**src/rtl/dmem_arb_pkg.sv**
```systemverilog
// Shared types and constants for the two-port data-memory arbiter.
package dmem_arb_pkg;

  typedef enum logic [1:0] {
    StIdle,
    StAccess,
    StResp
  } state_e;

  localparam logic M0 = 1'b0;
  localparam logic M1 = 1'b1;

  localparam int unsigned DefMemBytes   = 32;
  localparam int unsigned DefMemLatency = 2;

endpackage

```
**src/rtl/rr_arbiter2.sv**
```systemverilog
// Two-way round-robin grant: on a tie the port not served last wins.
module rr_arbiter2
  import dmem_arb_pkg::*;
(
  input  logic [1:0] req_i,
  input  logic       last_grant_i,
  input  logic       en_i,
  output logic [1:0] gnt_o,
  output logic       valid_o
);

  always_comb begin
    gnt_o = 2'b00;
    if (en_i) begin
      unique case (req_i)
        2'b01:   gnt_o = 2'b01;
        2'b10:   gnt_o = 2'b10;
        2'b11:   gnt_o = (last_grant_i == M1) ? 2'b01 : 2'b10;
        default: gnt_o = 2'b00;
      endcase
    end
    valid_o = |gnt_o;
  end

endmodule

```
**src/rtl/dmem_arbiter.sv**
```systemverilog
// Round-robin arbiter and fixed-latency access sequencer for the shared data memory.
module dmem_arbiter
  import dmem_arb_pkg::*;
#(
  parameter int unsigned MEM_BYTES   = DefMemBytes,
  parameter int unsigned MEM_LATENCY = DefMemLatency
) (
  input  logic        clk_i,
  input  logic        rst_i,
  input  logic        m0_req_i,
  input  logic        m0_we_i,
  input  logic [31:0] m0_addr_i,
  input  logic [31:0] m0_wdata_i,
  output logic        m0_ack_o,
  output logic        m0_err_o,
  output logic [31:0] m0_rdata_o,
  input  logic        m1_req_i,
  input  logic        m1_we_i,
  input  logic [31:0] m1_addr_i,
  input  logic [31:0] m1_wdata_i,
  output logic        m1_ack_o,
  output logic        m1_err_o,
  output logic [31:0] m1_rdata_o,
  output logic [31:0] mem_addr_o,
  output logic [31:0] mem_wdata_o,
  output logic        mem_read_o,
  output logic        mem_write_o,
  input  logic [31:0] mem_rdata_i
);

  localparam int unsigned CntW = (MEM_LATENCY > 1) ? $clog2(MEM_LATENCY) : 1;
  localparam logic [CntW-1:0] CntLast = CntW'(MEM_LATENCY - 1);
  localparam logic [31:0] MaxAddr = 32'(MEM_BYTES - 4);

  state_e          state_q, state_d;
  logic [CntW-1:0] cnt_q, cnt_d;
  logic            gnt_q, gnt_d;
  logic            last_q, last_d;
  logic            we_q, we_d;
  logic [31:0]     addr_q, addr_d;
  logic [31:0]     wdata_q, wdata_d;
  logic [1:0]      ack_q, ack_d;
  logic [1:0]      err_q, err_d;
  logic [31:0]     rdata_q [2];
  logic [31:0]     rdata_d [2];

  logic [1:0]  arb_gnt;
  logic        arb_valid;
  logic        sel;
  logic        sel_we;
  logic [31:0] sel_addr;
  logic [31:0] sel_wdata;

  rr_arbiter2 u_arb (
    .req_i        ({m1_req_i, m0_req_i}),
    .last_grant_i (last_q),
    .en_i         (state_q == StIdle),
    .gnt_o        (arb_gnt),
    .valid_o      (arb_valid)
  );

  always_comb begin
    unique case (arb_gnt)
      2'b10:   sel = M1;
      default: sel = M0;
    endcase
    sel_we    = (sel == M1) ? m1_we_i    : m0_we_i;
    sel_addr  = (sel == M1) ? m1_addr_i  : m0_addr_i;
    sel_wdata = (sel == M1) ? m1_wdata_i : m0_wdata_i;
  end

  always_comb begin
    state_d = state_q;
    cnt_d   = cnt_q;
    gnt_d   = gnt_q;
    last_d  = last_q;
    we_d    = we_q;
    addr_d  = addr_q;
    wdata_d = wdata_q;
    ack_d   = 2'b00;
    err_d   = 2'b00;
    rdata_d = rdata_q;

    unique case (state_q)
      StIdle: begin
        if (arb_valid) begin
          gnt_d   = sel;
          we_d    = sel_we;
          addr_d  = sel_addr;
          wdata_d = sel_wdata;
          cnt_d   = '0;
          // Out-of-range requests skip the memory and answer immediately.
          if (sel_addr > MaxAddr) begin
            state_d    = StResp;
            ack_d[sel] = 1'b1;
            err_d[sel] = 1'b1;
          end else begin
            state_d = StAccess;
          end
        end
      end
      StAccess: begin
        if (cnt_q == CntLast) begin
          state_d      = StResp;
          cnt_d        = '0;
          ack_d[gnt_q] = 1'b1;
          if (!we_q) rdata_d[gnt_q] = mem_rdata_i;
        end else begin
          cnt_d = cnt_q + 1'b1;
        end
      end
      StResp: begin
        last_d  = gnt_q;
        state_d = StIdle;
      end
      default: state_d = StIdle;
    endcase
  end

  always_ff @(posedge clk_i) begin
    if (rst_i) begin
      state_q    <= StIdle;
      cnt_q      <= '0;
      gnt_q      <= M0;
      last_q     <= M1;
      we_q       <= 1'b0;
      addr_q     <= '0;
      wdata_q    <= '0;
      ack_q      <= 2'b00;
      err_q      <= 2'b00;
      rdata_q[0] <= '0;
      rdata_q[1] <= '0;
    end else begin
      state_q    <= state_d;
      cnt_q      <= cnt_d;
      gnt_q      <= gnt_d;
      last_q     <= last_d;
      we_q       <= we_d;
      addr_q     <= addr_d;
      wdata_q    <= wdata_d;
      ack_q      <= ack_d;
      err_q      <= err_d;
      rdata_q[0] <= rdata_d[0];
      rdata_q[1] <= rdata_d[1];
    end
  end

  assign m0_ack_o    = ack_q[0];
  assign m1_ack_o    = ack_q[1];
  assign m0_err_o    = err_q[0];
  assign m1_err_o    = err_q[1];
  assign m0_rdata_o  = rdata_q[0];
  assign m1_rdata_o  = rdata_q[1];
  assign mem_addr_o  = addr_q;
  assign mem_wdata_o = wdata_q;
  assign mem_read_o  = (state_q == StAccess) && !we_q;
  assign mem_write_o = (state_q == StAccess) && we_q;

endmodule

```
**config.mk**
```make
export PLATFORM = sky130hd
export DESIGN_NAME = dmem_arbiter
export DESIGN_NICKNAME = d
export VERILOG_FILES = /design/src/rtl/dmem_arb_pkg.sv /design/src/rtl/rr_arbiter2.sv /design/src/rtl/dmem_arbiter.sv
export SDC_FILE = /design/constraint.sdc
export NUM_CORES = 1
export LEC_CHECK = 0
export ABC_CLOCK_PERIOD_IN_PS = 1700
export BUFFER_PORTS_ARGS = -buffer_cell sky130_fd_sc_hd__clkbuf_2
export CORE_ASPECT_RATIO = 0.8
export CORE_MARGIN = 2
export CORE_UTILIZATION = 41
export CTS_BUF_LIST = sky130_fd_sc_hd__clkbuf_4 sky130_fd_sc_hd__clkbuf_8 sky130_fd_sc_hd__clkbuf_16
export CTS_CLUSTER_SIZE = 16
export DETAILED_ROUTE_END_ITERATION = 7
export GPL_ROUTABILITY_DRIVEN = 0
export GPL_TIMING_DRIVEN = 0
export PLACE_DENSITY = 0.77
export SLEW_MARGIN = 10
export SYNTH_ARGS = -nofsm -noshare
export SYNTH_HDL_FRONTEND = slang
export SYNTH_HIERARCHICAL = 1
export SYNTH_SLANG_ARGS = --single-unit
```
**constraint.sdc**
```tcl
create_clock -name clk_i -period 1.7 [get_ports clk_i]
set_input_delay 0.085 -clock clk_i [delete_from_list [all_inputs] [get_ports clk_i]]
set_output_delay 0.085 -clock clk_i [all_outputs]
set_load 0.03 [all_outputs]
```
# After elaboration in Yosys (flattened, before gate mapping)
# Cells that the tools add are included.
word_totals:
  wordCells: 69
  ff_bits: 138
  output_inout_bits: 134
classes:
  reduce_logical: 14
  addsub: 1
  bitwise_logic: 3
  n_eq_ne: 8
  n_mux: 25
  n_lt_le_gt_ge: 7
op_table:
  columns: ["cell", "n"]
  rows:
  - ["$mux W32", 3]
  - ["$bwmux W64", 1]
  - ["$demux W32 S1", 1]
  - ["$gt A32 B5 Y1 const B", 1]
  - ["$mux W2", 8]
  - ["$eq A2 B2 Y1 const B", 4]
  - ["$pmux W2 S2", 2]
  - ["$mux W1", 6]
  - ["$pmux W2 S3", 1]
  - ["$reduce_and A2 Y1", 3]
  - ["$logic_and A1 B1 Y1", 5]
  - ["$eq A2 B1 Y1 const B", 2]
  - ["$lt A1 B2 Y1 const B", 2]
  - ["$ne A2 B2 Y1 const B", 2]
  - ["$reduce_or A2 Y1", 2]
  - ["$reduce_and A3 Y1", 1]
  - ["$demux W1 S1", 2]
  - ["$ge A1 B1 Y1 const B", 2]
  - ["$ge A2 B2 Y1 const B", 1]
  - ["$logic_not A2 Y1", 1]
  - ["$lt A2 B1 Y1 const B", 1]
  - ["$not A1 Y1", 2]
  - ["$not A1 Y2", 1]
  - ["$pmux W1 S2", 1]
  - ["3 further kinds", 3]

# Longest topological paths before layout
depth:
  depth_word: 12
  mapped_depth: 8
  depth_no_buf: 8

# Modules after synthesis
# The synthesis kept the hierarchy.
by_module_without_submodules:
  columns: ["module", "seq_area_each_um2", "cells_each", "area_per_inst_um2", "instances"]
  rows:
  - ["dmem_arbiter", 2762.6, 709, 5709.2, 1]
  - ["rr_arbiter2", 0.0, 6, 28.8, 1]

# Least setup slack after synthesis
# Ideal clock, no wire load.
synth_path:
  path_kind: "register to register"
  from: "register state_q[1]"
  to: "register addr_q[17], in the netlist mem_addr_o[17]"
  path_stages_with_launch: 9
  slack_ns: 0.000
  t_required_ns: 1.611
  n_path_buf: 2
  setup_ns: 0.089
  period_less_slack_ns: 1.700
  arrival_time_ns: 1.611
  cell_sequence: "dfxtp_1 -> nor2_2 -> nand2_1 -> a21oi_1 -> nand2b_1 -> buf_2 -> buf_2 -> nand2_1 -> a311oi_2"
synth_between:
  elab_chain_len: 5
synth_lines:
  columns: ["item", "line_no", "rtl"]
  rows:
  - ["start: declaration", "dmem_arbiter.sv:35", "state_e state_q, state_d;"]
  - ["start signal: assignment", "dmem_arbiter.sv:122", "state_q <= StIdle;"]
  - ["start signal: assignment", "dmem_arbiter.sv:134", "state_q <= state_d;"]
  - ["$logic_not A2 Y1 *", "dmem_arbiter.sv:57", ".en_i (state_q == StIdle),"]
  - ["$mux W2 *", "rr_arbiter2.sv:14", "if (en_i) begin"]
  - ["via arb_gnt[0]", "dmem_arbiter.sv:47", "logic [1:0] arb_gnt;"]
  - ["$eq A2 B2 Y1", "dmem_arbiter.sv:63", "unique case (arb_gnt)"]
  - ["$mux W1", "dmem_arbiter.sv:63", null]
  - ["$mux W32", "dmem_arbiter.sv:68", "sel_addr = (sel == M1) ? m1_addr_i : m0_addr_i;"]
  - ["end signal: assignment", "dmem_arbiter.sv:139", "addr_q <= addr_d;"]
  - ["end: declaration", "dmem_arbiter.sv:40", "logic [31:0] addr_q, addr_d;"]
# The timed path passes the listed nets; every way through them passes the cells marked *.
# A chain may end at the register's enable or synchronous reset.

# Final worst setup path
layout_path:
  from: "register state_q[0]"
  to: "register wdata_q[13], in the netlist mem_wdata_o[13]"
layout_between:
  elab_chain_len: 5
layout_lines:
  columns: ["item", "line_no", "rtl"]
  rows:
  - ["$logic_not A2 Y1 *", "dmem_arbiter.sv:57", null]
  - ["$mux W2 *", "rr_arbiter2.sv:14", null]
  - ["via arb_gnt[0]", "dmem_arbiter.sv:47", null]
  - ["$eq A2 B2 Y1", "dmem_arbiter.sv:63", null]
  - ["$mux W1", "dmem_arbiter.sv:63", null]
  - ["$mux W32", "dmem_arbiter.sv:69", "sel_wdata = (sel == M1) ? m1_wdata_i : m0_wdata_i;"]
  - ["end signal: assignment", "dmem_arbiter.sv:140", "wdata_q <= wdata_d;"]
  - ["end: declaration", "dmem_arbiter.sv:41", "logic [31:0] wdata_q, wdata_d;"]
# Marked as above.

==> results.md <==
* Crit path DAT at 2090 ps
* P&R area growth vs syn at 74.1%
* Post-synth design cell area at 5740 µm²
* Status: finished, violations left
* Fmax at 566 MHz
* Routed wire length at 25500 µm
* Chip Width at 136 µm
* Rows at 38
* Initial antenna violation count at 3
* Pre-CTS setup slack at -484 ps
* Failing checks: negative setup slack
* Met1 Use GR at 36.7%
* # IOs at 300
* M3 GR Usage at 9.59%
* Yosys reg bits at 138
* Worst-case reg-to-reg path depth at 8
* GRT busiest layer: met2
* Routed wire length per instance at 18.2 µm
* Critical path, cell by cell: nor2_4 -> nand2_1 -> a21oi_1 -> nand2b_4 -> buf_6 -> buf_6 -> nand2_1 -> a311oi_1
* Critical Path Source: state_q[0]
* Sequential share of the synthesized area at 48.1%
* DRC errors left at 0
* Global-route wire length before repair at 37800 µm
* DRT Pass-1 Iters at 5
* Hold path start: m1_addr_i[18]
* Cell area power density at 955 nW/µm²
* Crit-path max cell delay at 350 ps
* Die Span Y at 110 µm
* H-tree levels at 4
* Ys flop type: dfxtp_1
* Layout cell share with drive strength beyond 1 at 35.3%
* Final period utilization at 104%
* Max Fanout on Critical Path at 10
* Number of buffers created by CTS at 17
* CTS tree: done
* GRT Total Usage at 32.9%
* Via count at 7590
* Clk sinks at 138
* Hold Path End: mem_addr_o[18]
* Avg Cell Area, Syn at 8.03 µm²
* Ys async rst share at 0%
* R2r endpoint: mem_wdata_o[13]
* Largest net degree at the start of global routing at 17
* Slew @ Worst Pin at 720 ps
* Static Leak at 4.42 nW
* Antenna-violating nets left at 0
* Setup slack after layout at -67.8 ps
* Final Core Density at 73.5%
* Register-to-Register Setup Slack at -70 ps
* Relative slew margins at 52.0%
* Clock transition at path regs at 60 ps
* Critical path's slowest cell: dfxtp_2
* Starting Density at 42.2%
* Clock skew at 4.41 ps
* Reg2Reg Launch Point: state_q[0]
* Peak VDD IR at 0.708 mV
* Cell Count, Final, Fillers Out at 1397
* Unrepaired setup endpoints after global routing: true
* Initial DRC count at 565
* Final Setup Violations at 13
* Longest Clk Path Bufs at 2
* Die Area at 15000 µm²
* Final slew viol count at 0
* Post-DP HPWL at 14900 µm
* Worst setup SP type: flop
* Port bufs at 298
* Tmin final at 1770 ps
* Yosys warning total at 6
* Post-Place Cells at 1193
* Number of max-cap violations at 0
* Via density at 5.43
* Library cells used by synthesis at 33
* Final nets at 1367
* Clk root buf: clkbuf_16
* Mapped Nets at 881
* Crit Path Class: flop to flop
* Element type at the critical path end: flop
* Met2 usage at 55.0%
* Clk Latency, worst-skew pair at 430 ps
* Cells after synthesis at 715
* Fin Hold WS at 28.5 ps
* Required time of the critical path at 2020 ps
* Worst Hold Path Cells at 3
* Hold Fails Final Rpt at 0
* Total gr overflow at 0
* Core Region at 13600 µm²
* Worst Hold Class: input pin to flop
* Vias in the first global route at 7464
* Number of synthesized flops with an enable pin at 0
through the flow:
step                TNS [ps]  power, mW  cell area, µm²
floorplan                  0       4.69            5740
global placement      -24860       5.30            7450
detailed placement    -25870       5.32            7450
CTS                    -27.6       9.38            9840
global route           -5070       9.85            9990
finish                  -308       9.55            9990
cells in the mapped netlist (2+ instances only):
cell	number	share of area, %
buf_6	11	2.2
nor2_1	71	4.6
nor4_1	12	1.3
clkbuf_1	20	1.3
nor2_2	2	0.22
a311oi_1	45	6.9
nor3_1	2	0.17
o2111ai_1	2	0.31
inv_1	3	0.20
buf_2	25	2.2
a21oi_1	68	5.9
nand2b_1	3	0.33
nand2_1	267	17
buf_4	2	0.26
a311oi_2	20	5.2
dfxtp_1	138	48
nand3_1	6	0.52
o21bai_1	2	0.26
a2111oi_2	2	0.52
worst max-delay path, delay by kind of cell (launching register included):
family          cells  cell delay, ps
buf+inv             2             350
simple gates        4             490
flops               1             350
compound gates      2             460
how the worst max path moves through the flow:
stage                      end  slack (ps)  cells after the start
3_5_place_dp   mem_wdata_o[22]        -480                      8
3_3_place_gp    mem_addr_o[23]        -420                      8
5_1_grt        mem_wdata_o[13]        -180                      8
6_report       mem_wdata_o[13]         -70                      8
2_1_floorplan   mem_addr_o[17]         0.5                      8
4_1_cts             state_q[1]         -10                      8
sequential cells by signal, summed over array words and instances, names as in the netlist:
signal / count
ack_q: 2
cnt_q: 1
err_q: 2
gnt_q: 1
last_q: 1
m0_rdata_o: 32
m1_rdata_o: 32
mem_addr_o: 32
mem_wdata_o: 32
state_q: 2
we_q: 1
cells in the final DEF, fill, tap and decap left out, types with 16 or more instances in the layout:
| master | n |
|---|---|
| nand2_1 | 267 |
| clkbuf_2 | 299 |
| a311oi_1 | 33 |
| a21oi_1 | 67 |
| clkbuf_16 | 17 |
| buf_6 | 18 |
| dlygate4sd3_1 | 161 |
| clkbuf_1 | 16 |
| a311oi_2 | 32 |
| nor2_1 | 69 |
| dfxtp_1 | 136 |
cell families (layout without fill, tap and decap cells):
family	after synthesis	after routing	share of synthesized area, %
simple gates	369	369	25.6
compound gates	145	145	20.0
flops	138	138	48.1
buf+inv	62	561	6.17
mux	1	1	0.174
other cells	0	3	0
layer usage:
metal | part of all wire (%) | vias up
li1 | - | 3423
met4 | 5.5 | 0
met3 | 8.5 | 147
met1 | 38 | 3532
met5 | 0 | -
met2 | 48 | 488
report_power, final:
| group | switching (mW) | leakage, nW | internal (mW) |
|---|---|---|---|
| combinational | 1.33 | 3.02 | 0.924 |
| sequential | 0.133 | 1.13 | 3.44 |
| clock | 1.50 | 0.272 | 2.22 |
| total | 2.96 | 4.42 | 6.59 |
area by class of cell:
type	instances	area (µm²)
Clock buffer	19	447
Timing Repair Buffer	469	3180
Antenna cell	3	7.51
Tap cell	180	225
Multi-Input combinational cell	515	2750
Fill cell	893	3610
Clock inverter	13	145
Inverter	3	11.3
Buffer	57	455
Sequential cell	138	2770
what timing repair did:
action	CTS	global route
pin swaps	3	2
hold endpoints to repair	129	0
setup buffers	8	2
setup endpoints to repair	72	78
gates resized for setup	38	37
hold buffers	161	0
Power figures use the tool's default switching activity.
